**src/rtl/iob_reset_seq_pkg.sv**
```systemverilog
// Shared types and helpers for the iob_reset_seq reset sequencer.
// State encoding is visible on state_o, so it must stay 0..3 as listed.
package iob_reset_seq_pkg;

    typedef enum logic [1:0] {
        ST_HOLD    = 2'd0,
        ST_STRETCH = 2'd1,
        ST_RELEASE = 2'd2,
        ST_RUN     = 2'd3
    } state_e;

    // Width of a down-counter that must hold the larger of two loads.
    function automatic int cnt_width(input int a, input int b);
        int m;
        m = (a > b) ? a : b;
        return $clog2(m + 1);
    endfunction

endpackage

```
**src/rtl/iob_reset_seq_if.sv**
```systemverilog
// Readiness / reset bundle between FPGA wrapper glue and iob_reset_seq.
// timeout_o exists only when IOB_RESET_SEQ_WDT_EN is defined.
interface iob_reset_seq_if #(
    parameter int N_READY = 2,
    parameter int N_OUT   = 3
) ();

    logic [N_READY-1:0] ready_i;
    logic               soft_rst_i;
    logic [N_OUT-1:0]   rst_o;
    logic               all_released_o;
    logic [1:0]         state_o;
    logic               fault_o;
`ifdef IOB_RESET_SEQ_WDT_EN
    logic               timeout_o;
`endif

    modport master (
        output ready_i, soft_rst_i,
        input  rst_o, all_released_o, state_o, fault_o
`ifdef IOB_RESET_SEQ_WDT_EN
        , input timeout_o
`endif
    );

    modport slave (
        input  ready_i, soft_rst_i,
        output rst_o, all_released_o, state_o, fault_o
`ifdef IOB_RESET_SEQ_WDT_EN
        , output timeout_o
`endif
    );

endinterface

```
**src/rtl/iob_reset_seq_sync.sv**
```systemverilog
// Single-bit flop-chain synchronizer with synchronous clear.
// STAGES must be at least 2.
module iob_reset_seq_sync #(
    parameter int STAGES = 2
) (
    input  logic clk_i,
    input  logic rst_i,
    input  logic d_i,
    output logic q_o
);

    logic [STAGES-1:0] r_ff;

    // Shift the asynchronous input through the chain; rst_i clears it.
    always_ff @(posedge clk_i) begin
        if (rst_i) begin
            r_ff <= '0;
        end else begin
            r_ff <= {r_ff[STAGES-2:0], d_i};
        end
    end

    assign q_o = r_ff[STAGES-1];

endmodule

```
**src/rtl/iob_reset_seq.sv**
```systemverilog
// Reset sequencer: qualifies readiness inputs, then releases N_OUT resets in order.
// Optional HOLD watchdog enabled by defining IOB_RESET_SEQ_WDT_EN.
module iob_reset_seq
    import iob_reset_seq_pkg::*;
#(
    parameter int                 N_READY     = 2,
    parameter logic [N_READY-1:0] READY_MASK  = {N_READY{1'b1}},
    parameter int                 N_OUT       = 3,
    parameter int                 SYNC_STAGES = 2,
    parameter int                 STRETCH     = 16,
    parameter int                 STEP        = 4
`ifdef IOB_RESET_SEQ_WDT_EN
    ,
    parameter int                 WDT_CYCLES  = 1000000
`endif
) (
    input logic              clk_i,
    input logic              rst_i,
    iob_reset_seq_if.slave   bus
);

    localparam int             CW         = cnt_width(STRETCH, STEP);
    localparam int             KW         = $clog2(N_OUT + 1);
    localparam logic [CW-1:0]  STRETCH_LD = CW'(STRETCH);
    localparam logic [CW-1:0]  STEP_LD    = CW'(STEP - 1);
    localparam logic [KW-1:0]  K_LAST     = KW'(N_OUT - 1);

    logic [N_READY-1:0] w_ready_s;
    logic               w_all_rdy;
    logic               w_abort;
    logic               w_fault_set;

    state_e             r_state;
    state_e             w_state_nxt;
    logic [CW-1:0]      r_cnt;
    logic [CW-1:0]      w_cnt_nxt;
    logic [KW-1:0]      r_k;
    logic [KW-1:0]      w_k_nxt;
    logic [N_OUT-1:0]   r_rst;
    logic [N_OUT-1:0]   w_rst_nxt;
    logic               r_released;
    logic               r_fault;

    for (genvar g = 0; g < N_READY; g++) begin : g_sync
        iob_reset_seq_sync #(
            .STAGES (SYNC_STAGES)
        ) u_sync (
            .clk_i (clk_i),
            .rst_i (rst_i),
            .d_i   (bus.ready_i[g]),
            .q_o   (w_ready_s[g])
        );
    end

    // Masked-off inputs count as permanently ready.
    assign w_all_rdy   = &(w_ready_s | ~READY_MASK);
    assign w_abort     = !w_all_rdy || bus.soft_rst_i;
    assign w_fault_set = !w_all_rdy &&
                         (r_state == ST_RELEASE || r_state == ST_RUN);

    // State, counters and reset outputs all registered here.
    always_ff @(posedge clk_i) begin
        if (rst_i) begin
            r_state    <= ST_HOLD;
            r_cnt      <= '0;
            r_k        <= '0;
            r_rst      <= '1;
            r_released <= 1'b0;
            r_fault    <= 1'b0;
        end else begin
            r_state    <= w_state_nxt;
            r_cnt      <= w_cnt_nxt;
            r_k        <= w_k_nxt;
            r_rst      <= w_rst_nxt;
            r_released <= (w_state_nxt == ST_RUN);
            if (w_fault_set) begin
                r_fault <= 1'b1;
            end
        end
    end

    // Next-state decode; any abort collapses straight back to HOLD.
    always_comb begin
        w_state_nxt = r_state;
        case (r_state)
            ST_HOLD: begin
                if (w_all_rdy) w_state_nxt = ST_STRETCH;
            end
            ST_STRETCH: begin
                if (w_abort) begin
                    w_state_nxt = ST_HOLD;
                end else if (r_cnt == '0) begin
                    w_state_nxt = (N_OUT == 1) ? ST_RUN : ST_RELEASE;
                end
            end
            ST_RELEASE: begin
                if (w_abort) begin
                    w_state_nxt = ST_HOLD;
                end else if (r_cnt == '0 && r_k == K_LAST) begin
                    w_state_nxt = ST_RUN;
                end
            end
            ST_RUN: begin
                if (w_abort) w_state_nxt = ST_HOLD;
            end
            default: w_state_nxt = ST_HOLD;
        endcase
    end

    // Next counter, index and reset-vector values for each state.
    always_comb begin
        w_cnt_nxt = r_cnt;
        w_k_nxt   = r_k;
        w_rst_nxt = r_rst;
        case (r_state)
            ST_HOLD: begin
                w_rst_nxt = '1;
                w_cnt_nxt = STRETCH_LD;
                w_k_nxt   = KW'(1);
            end
            ST_STRETCH: begin
                if (w_abort) begin
                    w_rst_nxt = '1;
                end else if (r_cnt == '0) begin
                    w_rst_nxt[0] = 1'b0;
                    w_cnt_nxt    = STEP_LD;
                    w_k_nxt      = KW'(1);
                end else begin
                    w_cnt_nxt = r_cnt - CW'(1);
                end
            end
            ST_RELEASE: begin
                if (w_abort) begin
                    w_rst_nxt = '1;
                end else if (r_cnt == '0) begin
                    for (int i = 0; i < N_OUT; i++) begin
                        if (KW'(i) == r_k) w_rst_nxt[i] = 1'b0;
                    end
                    w_cnt_nxt = STEP_LD;
                    w_k_nxt   = r_k + KW'(1);
                end else begin
                    w_cnt_nxt = r_cnt - CW'(1);
                end
            end
            ST_RUN: begin
                w_rst_nxt = w_abort ? '1 : '0;
            end
            default: w_rst_nxt = '1;
        endcase
    end

    assign bus.rst_o          = r_rst;
    assign bus.all_released_o = r_released;
    assign bus.state_o        = r_state;
    assign bus.fault_o        = r_fault;

`ifdef IOB_RESET_SEQ_WDT_EN
    localparam int            WW       = $clog2(WDT_CYCLES + 1);
    localparam logic [WW-1:0] WDT_LAST = WW'(WDT_CYCLES - 1);
    localparam logic [WW-1:0] WDT_MAX  = WW'(WDT_CYCLES);

    logic [WW-1:0] r_wdt;
    logic          r_timeout;

    // Count HOLD cycles; timeout is sticky and never changes the FSM.
    always_ff @(posedge clk_i) begin
        if (rst_i) begin
            r_wdt     <= '0;
            r_timeout <= 1'b0;
        end else if (r_state != ST_HOLD) begin
            r_wdt <= '0;
        end else begin
            if (r_wdt != WDT_MAX) r_wdt <= r_wdt + WW'(1);
            if (r_wdt == WDT_LAST) r_timeout <= 1'b1;
        end
    end

    assign bus.timeout_o = r_timeout;
`endif

endmodule
```
**src/flat_wrapper.sv**
```systemverilog
// flat-port wrapper written by rule: the top's interface ports become plain ports
module iob_reset_seq_flat import iob_reset_seq_pkg::*;
#(
    parameter int                 N_READY     = 2,
    parameter logic [N_READY-1:0] READY_MASK  = {N_READY{1'b1}},
    parameter int                 N_OUT       = 3,
    parameter int                 SYNC_STAGES = 2,
    parameter int                 STRETCH     = 16,
    parameter int                 STEP        = 4

)
  (clk_i, rst_i, bus_ready_i, bus_soft_rst_i, bus_rst_o, bus_all_released_o, bus_state_o, bus_fault_o);
  iob_reset_seq_if #(.N_READY(N_READY), .N_OUT(N_OUT)) bus_i ();
  input logic clk_i;
  input logic rst_i;
  input wire logic [$bits(bus_i.ready_i)-1:0] bus_ready_i;
  input wire logic [$bits(bus_i.soft_rst_i)-1:0] bus_soft_rst_i;
  output wire logic [$bits(bus_i.rst_o)-1:0] bus_rst_o;
  output wire logic [$bits(bus_i.all_released_o)-1:0] bus_all_released_o;
  output wire logic [$bits(bus_i.state_o)-1:0] bus_state_o;
  output wire logic [$bits(bus_i.fault_o)-1:0] bus_fault_o;
  assign bus_i.ready_i = bus_ready_i;
  assign bus_i.soft_rst_i = bus_soft_rst_i;
  assign bus_rst_o = bus_i.rst_o;
  assign bus_all_released_o = bus_i.all_released_o;
  assign bus_state_o = bus_i.state_o;
  assign bus_fault_o = bus_i.fault_o;
  iob_reset_seq #(.N_READY(N_READY), .READY_MASK(READY_MASK), .N_OUT(N_OUT), .SYNC_STAGES(SYNC_STAGES), .STRETCH(STRETCH), .STEP(STEP)) u_core (.clk_i(clk_i), .rst_i(rst_i), .bus(bus_i));
endmodule
```
**config.mk**
```make
export PLATFORM = sky130hd
export DESIGN_NAME = iob_reset_seq_flat
export DESIGN_NICKNAME = d
export VERILOG_FILES = /design/src/rtl/iob_reset_seq_pkg.sv /design/src/rtl/iob_reset_seq_if.sv /design/src/rtl/iob_reset_seq_sync.sv /design/src/rtl/iob_reset_seq.sv /design/src/flat_wrapper.sv
export SDC_FILE = /design/constraint.sdc
export NUM_CORES = 1
export LEC_CHECK = 0
export ABC_CLOCK_PERIOD_IN_PS = 3880
export CORE_MARGIN = 2
export CORE_UTILIZATION = 30
export DETAILED_ROUTE_END_ITERATION = 8
export SYNTH_ARGS = -nofsm -noshare
export SYNTH_HDL_FRONTEND = slang
export SYNTH_SLANG_ARGS = --single-unit
```
**constraint.sdc**
```tcl
create_clock -name clk_i -period 3.88 [get_ports clk_i]
set_clock_uncertainty 0.15 [all_clocks]
set_input_delay 0.582 -clock clk_i [delete_from_list [all_inputs] [get_ports clk_i]]
set_output_delay 0.582 -clock clk_i [all_outputs]
set_load 0.02 [all_outputs]
```
# ---- Word level (Yosys, flattened, before mapping)
# Cells that the tools add are included.
dict set report totals {
  mem_count 0
  in_bits 5
  regBits 18
  romBits 0
  ram_bits 0
  elab_cells 72
  latch_bits 0
  output_inout_bits 7
}
dict set report op_classes {
  eq_ne 18
  shift 0
  bitwise_logic 0
  multipliers 0
  div 0
  order_cmp 0
  reduce_logical 17
  muxes 25
  addsub 2
}
# cell n
set op_table {}
lappend op_table {{$mux W2} 11}
lappend op_table {{$ne A3 B2 Y1 const B} 4}
lappend op_table {{$pmux W3 S4} 1}
lappend op_table {{$mux W5} 2}
lappend op_table {{$pmux W5 S2} 1}
lappend op_table {{$mux W3} 3}
lappend op_table {{$reduce_and A3 Y1} 3}
lappend op_table {{$eq A2 B2 Y1 const B} 4}
lappend op_table {{$ne A2 B2 Y1 const B} 4}
lappend op_table {{$pmux W2 S4} 1}
lappend op_table {{$pmux W2 S3} 1}
lappend op_table {{$logic_not A5 Y1} 1}
lappend op_table {{$mux W1} 5}
lappend op_table {{$reduce_and A5 Y1} 1}
lappend op_table {{$sub A5 B1 Y5 const B} 1}
lappend op_table {{$logic_not A2 Y1} 2}
lappend op_table {{$ne A2 B1 Y1 const B} 2}
lappend op_table {{$reduce_and A2 Y1} 2}
lappend op_table {{$ne A3 B1 Y1 const B} 1}
lappend op_table {{$reduce_bool A3 Y1} 1}
lappend op_table {{$add A2 B1 Y2 const B} 1}
lappend op_table {{$eq A1 B2 Y1 const A} 1}
lappend op_table {{$eq A2 B1 Y1 const B} 1}
lappend op_table {{$eq A2 B2 Y1 const A} 1}
lappend op_table {{5 further kinds} 7}

# ---- Longest topological paths before layout
# Gate-level depths: netlist of the first run.
dict set report depth {
  ltp_word 6
  depth_mapped 7
  mapped_depth_nobuf 6
}

# ---- Modules after synthesis
# A second synthesis of the first run with hierarchy kept.
dict set report unflattened {
  hier_cells 112
  area_unflattened_um2 978.4
}
# mod area_per_inst_um2 instances cells_per_inst
set modules_own_cells {}
lappend modules_own_cells {iob_reset_seq 873.3 1 104}
lappend modules_own_cells {iob_reset_seq_sync 52.6 2 4}

# ---- Worst setup path before layout of the first run
# OpenSTA, ideal clock, no wires.
dict set report synth_path {
  path_type {reg-to-reg}
  startpoint {register u_core.r_state[0], in the netlist u_core.bus.state_o[0]}
  endpoint {register u_core.r_rst[0], in the netlist u_core.bus.rst_o[0]}
  arrival_time_ps 1691
  setup_ps 126
  n_path_buf 1
  stages_incl_launch_ff 7
  required_time_ps 3604
  path_slack_ps 1913
  path_cell_list {dfxtp_1 -> inv_1 -> ha_1 -> clkbuf_1 -> or3_1 -> a211oi_1 -> mux2i_1}
}
dict set report synth_between {
  elab_chain_cells 3
  elab_cells_between_ends 9
  classes_between {eq/ne (6); mux (1); reduce/logical (2)}
}
# element line
set synth_lines {}
lappend synth_lines {{start: declaration} iob_reset_seq.sv:33} ;# state_e r_state;
lappend synth_lines {{start signal: assignment} iob_reset_seq.sv:71} ;# r_state <= w_state_nxt;
lappend synth_lines {{$eq A2 B2 Y1 / $eq A2 B1 Y1 (equally long branches)} iob_reset_seq.sv:115} ;# case (r_state)
lappend synth_lines {{$ne A3 B2 Y1 (no line) / $ne A3 B1 Y1 (equally long branches)} --}
lappend synth_lines {{$reduce_and A3 Y1 (no line)} --}
lappend synth_lines {{end signal: assignment} iob_reset_seq.sv:74} ;# r_rst <= w_rst_nxt;
lappend synth_lines {{end: declaration} iob_reset_seq.sv:39} ;# logic [N_OUT-1:0] r_rst;
# Several ways; a longest one is shown, not always the timed one.
# A chain may end at the register's enable or synchronous reset.

# ---- Worst setup path after layout of the first run
dict set report layout_path {
  startpoint {register u_core.r_state[1], in the netlist u_core.bus.state_o[1]}
  endpoint {output bus_state_o[1]}
}
# element line
set layout_lines {}
lappend layout_lines {{end: declaration} flat_wrapper.sv:20} ;# output wire logic [$bits(bus_i.state_o)-1:0] bus_state_o;
# No word-level cell between the ends.

==> flow_summary.toml, run 1 <==
[floorplan]
coreArea_sq_mm = 0.00328
ios = 12
rows = 21
die_y_um = 62.1
die-area_sq_mm = 0.00385
die_w_um = 62.1
start_util = 0.308

[finish]
n_antenna_cell = 0
area_growth_pct = 18.3
nFillCells = 333
fin_cells = 172
drive_gt1_frac = 0.0556
nNetsFinal = 141

[worst_setup_path]
crit_buf_inv = 1
crit_arrival_ns = 1.48
cp.required_ns = 3.15
crit_fanout = 9
crit_family = "buffers and inverters"
setup.worst_path.start_class = "register"
path_cells = "clkdlybuf4s50_1"
crit_path_end_kind = "output port"
slowest_stage = "clkdlybuf4s50_1"
crit_type = "reg2out"
max_stage_delay_ns = 0.67

[global_routing]
use_met1 = 0.160
grt_pass1_vias = 799
grtUsageMet3 = 0.0414
gr-total-overflow = 0
grt_pass1_wl_um = 3460
grt.met2_usage = 0.177
track_usage = 0.119
grt_max_degree = 22
antenna_found_initial = 0
grt_busiest_layer = "met2"

[synth]
synth-main-ff-cell = "dfxtp_1"
synth_nets = 130
postSynthCellCount = 116
synth_seq_area_share = 0.356
syn_area_per_cell_sq_um = 8.72
synth.ff_latch_count = 18
syn_area_sq_mm = 0.00101
synth_edf_count = 0
ys_types = 34
ys.warnings.count = 0
async_flop_share = 0

[timing]
period_share = 0.571
rsz0062_at_grt = "false"
final-setup-viol-count = 0
drv_slew = 0
finalSetupTns_ns = 0
hold_viol_final = 0
timing.final.ws_setup_ns = 1.66
min_period_ns = 2.22
maxSlewHeadroom = 0.500
tightest_slew_ns = 0.748
timing.fmax_ghz = 0.451

[place]
place.gp.congestion = 0.866
place_ws_ns = 1.64
port_buffers = 11
dpl.cell_count = 168
dp_hpwl_um = 1450

[clock_tree]
clock_latency_ns = 0.30
cts.sinks = 18
h-tree-depth = 1
cts_tree = "yes"
ctsHoldBuffers = 0
clockBufferDepth = 2
cts_buffers = 3
clk_pin_slew_ns = 0.11
root_buffer = "clkbuf_4"
cts.repair.resized = 0
cts_setup_buffers = 0

[power_and_ir_drop]
power.leakage_uw = 0.000456
peakVddDrop_mv = 0.156
powerDensity_mw_per_mm2 = 280

[min_path]
hold_class = "reg2reg"

[drt]
firstDrtPassIters = 4
ant_nets = 0
routed-via-count = 864
viasPerCell = 5.02
detail_route.wl_per_cell_um = 12.3
routed_wirelength_um = 2120
drt_iter0_markers = 59
drc = 0

[outcome]
outcome = "finished clean"

[flow_run]
drv_cap = 0
-- flip-flops by register name (all words and copies together) (netlist names) --
name,flops
u_core.bus.all_released_o,1
u_core.g_sync.u_sync.r_ff,4
u_core.r_k,2
u_core.bus.rst_o,3
u_core.r_cnt,5
u_core.bus.state_o,2
u_core.bus.fault_o,1
-- per-stage QoR --
stage               instance area, sq um  hold slack, ns  power, uW   util
finish                              1200           0.304        335  0.364
global route                        1200           0.321        353  0.364
CTS                                 1200           0.308        340  0.364
detailed placement                  1160           0.277        220  0.353
global placement                    1160           0.271        220  0.353
floorplan                           1010           0.264        211      -
-- synthesized netlist by cell type (all sizes together) (2+ instances only) --
cell type	number	share of area
dfxtp	18	0.36
a211oi	3	0.022
nor2b	7	0.043
nand3	2	0.0099
nor3	4	0.020
nand2	6	0.022
o22ai	2	0.012
inv	9	0.033
a21oi	6	0.030
o21ai	11	0.054
mux2i	3	0.030
a31oi	2	0.012
a21boi	2	0.015
nor4	4	0.025
nor2	7	0.026
ha	9	0.11
a2111oi	2	0.024
clkbuf	5	0.019
-- placed cells by master (no fill, tap or decap), drive strengths merged --
master         Yosys  final
mux2               1      1
a21boi             2      2
nor4b              1      1
clkdlybuf4s50      0     11
nor4               4      4
nand4b             1      1
a2111oi            2      2
nand3              2      2
nand2              6      6
nor3               4      4
and3               1      1
mux2i              3      3
ha                 9      9
a31oi              2      2
nor2b              7      7
o22ai              2      2
or4b               1      1
clkbuf             5      4
and3b              1      1
and2               1      1
a311oi             1      1
o21ai             11     11
inv                9      9
or3                1      1
nor3b              1      1
a211oi             3      3
a21oi              6      6
a21o               1      1
dfxtp             18     18
nand3b             1      1
o311ai             1      1
a2111o             1      1
nor2               7      7
-- worst register-to-register path, cell delays in order (launching register included) --
cell and delay, ns:
dfxtp_1 0.52, inv_1 0.13, ha_1 0.35, nand4b_1 0.30, o21ai_0 0.27, o22ai_1 0.13, nor2b_1 0.14
-- logic make-up after synthesis --
| family | synth area share |
|---|---|
| buf+inv | 0.0520 |
| flops | 0.356 |
| compound gates | 0.205 |
| mux | 0.0408 |
| simple gates | 0.234 |
| fa+ha+maj | 0.111 |
-- power breakdown --
part | internal, uW | switching (uW) | total (uW)
registers | 188 | 3.32 | 192
clock network | 57.3 | 61.0 | 118
logic | 11.5 | 13.1 | 24.6
total | 257 | 77.4 | 335
-- per-layer routing --
metal	wire length (um)	vias to the layer above
met5	0	-
met4	0	0
met3	86	0
met2	969	20
met1	1070	404
li1	-	440
-- path summary, 6_finish.rpt --
path / depth (start not counted) / endpoint / slack, ns / startpoint
max: 1 / bus_state_o[1] / 1.66 / u_core.bus.state_o[1]
min reg2reg: 1 / u_core.g_sync[0].u_sync.r_ff[1] / 0.30 / u_core.g_sync[0].u_sync.r_ff[0]
max reg2reg: 6 / u_core.r_cnt[1] / 1.77 / u_core.bus.state_o[1]
min: 1 / u_core.g_sync[0].u_sync.r_ff[1] / 0.30 / u_core.g_sync[0].u_sync.r_ff[0]
-- cell type report --
cell class                 count  area [sq um]  area share
timing repair buffer          11           110      0.0921
tap                           46          57.6      0.0481
sequential                    18           360       0.301
inverter                       9          33.8      0.0282
clock buffer                   4          36.3      0.0303
multi-input combinational     84           598       0.500
Power figures use the tool's default switching activity.
==> run 2, diff against run 1 <==
- ABC_CLOCK_PERIOD_IN_PS: 3880 -> 2000
- clock period: 3.88 -> 2 ns (I/O delays scaled with it)
==> flow_summary.toml, run 2 (synthesis gave the netlist of run 1 again) <==
[floorplan]
rows = 21
die_y_um = 62.1
start_util = 0.308
die_w_um = 62.1
die-area_sq_mm = 0.00385
coreArea_sq_mm = 0.00328
ios = 12

[finish]
nNetsFinal = 151
fin_cells = 182
n_antenna_cell = 0
regMostFlops = "u_core.r_cnt"
drive_gt1_frac = 0.140
largest_reg_flops = 5
final_cell_mix = "dfxtp_1, clkdlybuf4s50_1, ha_1, buf_4, inv_1"
final_common_cell = "dfxtp_1"
area_growth_pct = 28.5
nFillCells = 326
utilization = 0.395

[flow_run]
drv_cap = 0

[worst_setup_path]
setup.worst_path.start_class = "register"
regToRegSetupSlack_ns = 0.08
crit_arrival_ns = 2.03
reg2reg_depth = 6
slowest_stage = "or4b_4"
r2r_start = "u_core.r_cnt[0]"
max_stage_delay_ns = 0.52
rr_endpoint = "u_core.bus.state_o[1]"
cp.required_ns = 2.11
crit_family = "simple AND/OR/NAND/NOR gates"
crit_path_end_kind = "register"
crit_fanout = 6
crit_type = "reg2reg"
path_cells = "inv_1 > ha_1 > or4b_4 > a2111o_1 > o311ai_1 > nor2b_1"
crit_buf_inv = 1

[timing]
final-setup-viol-count = 0
hold_viol_final = 0
timing.fmax_ghz = 0.520
period_share = 0.962
maxSlewHeadroom = 0.751
tightest_slew_ns = 0.374
min_period_ns = 1.92
drv_slew = 0

[clock_tree]
cts_buffers = 3
clockBufferDepth = 2
cts.sinks = 18
clk_pin_slew_ns = 0.11
cts_tree = "yes"
h-tree-depth = 1
clock_latency_ns = 0.31
ctsHoldBuffers = 0
root_buffer = "clkbuf_4"

[power_and_ir_drop]
peakVddDrop_mv = 0.330
power.leakage_uw = 0.000511
powerDensity_mw_per_mm2 = 517

[place]
dpl.cell_count = 177
port_buffers = 11
place.gp.congestion = 0.828
dp_hpwl_um = 1610

[drt]
routed_wirelength_um = 2280
routed-via-count = 921
firstDrtPassIters = 4
drt_iter0_markers = 12
detail_route.wl_per_cell_um = 12.5
drc = 0
ant_nets = 0
viasPerCell = 5.06

[min_path]
holdPathStages = 1
hold_end = "u_core.g_sync[1].u_sync.r_ff[1]"
hold_class = "reg2reg"
min_from = "u_core.g_sync[1].u_sync.r_ff[0]"

[outcome]
outcome = "finished clean"

[global_routing]
grt_pass1_wl_um = 3620
gr-total-overflow = 0
grt_pass1_vias = 793
antenna_found_initial = 0
grt_max_degree = 22
track_usage = 0.130
[run 2: cell count changes in the layout (fill, tap and decap cells not counted), sizes merged]
cell / change
buf: +10
[run 2: area by class of cell]
| cell class | instances | area [sq um] | share of cell area |
|---|---|---|---|
| Multi-Input combinational cell | 84 | 612 | 0.471 |
| Sequential cell | 18 | 362 | 0.278 |
| Timing Repair Buffer | 21 | 198 | 0.152 |
| Tap cell | 46 | 57.6 | 0.0443 |
| Clock buffer | 4 | 36.3 | 0.0279 |
| Inverter | 9 | 33.8 | 0.0260 |
[run 2: report_power, final]
part           internal [uW]  switching (uW)  leakage, uW
combinational           30.8            28.5     0.000343
sequential               366            5.71     0.000147
clock                    111             130    0.0000210
total                    508             164     0.000511
[run 2: repair_timing]
action | 4_1_cts | 5_1_grt
endpoints found under the hold margin | 0 | 0
setup endpoints to repair | 0 | 4
buffers inserted | 0 | 1
gates resized for setup | 0 | 4
[run 2: worst register-to-register path, stage by stage, from the launching register on]
cell      delay, ns
dfxtp_1        0.33
inv_1          0.07
ha_1           0.16
or4b_4         0.52
a2111o_1       0.39
o311ai_1       0.09
nor2b_1        0.16
[run 2: how the worst max path moves through the flow]
stage                               start                     to  slack, ns  cells after the start
detailed placement        u_core.r_cnt[1]  u_core.bus.state_o[1]       0.06                      6
finish                    u_core.r_cnt[0]  u_core.bus.state_o[1]       0.08                      6
CTS                       u_core.r_cnt[1]  u_core.bus.state_o[1]       0.03                      6
floorplan           u_core.bus.state_o[0]    u_core.bus.rst_o[0]       0.03                      6
global placement          u_core.r_cnt[1]        u_core.r_cnt[0]       0.06                      7
global route              u_core.r_cnt[1]  u_core.bus.state_o[1]     -0.002                      6
[run 2: through the flow]
step           total power (uW)  worst slack, ns  hold WS, ns  area [sq um]  TNS [ns]
2_1_floorplan               410           0.0331        0.237          1010         0
3_3_place_gp                434           0.0563        0.268          1240         0
3_5_place_dp                435           0.0600        0.272          1240         0
4_1_cts                     681           0.0344        0.300          1280         0
5_1_grt                     700         -0.00207        0.320          1300  -0.00207
6_report                    672           0.0770        0.296          1300         0
[run 2: per-layer routing]
layer | up-vias | wire, um | global-route usage
li1 | 459 | - | -
met1 | 428 | 1100 | 0.185
met2 | 29 | 1030 | 0.189
met3 | 5 | 107 | 0.0373
met4 | 0 | 39 | 0.0365
met5 | - | 0 | 0
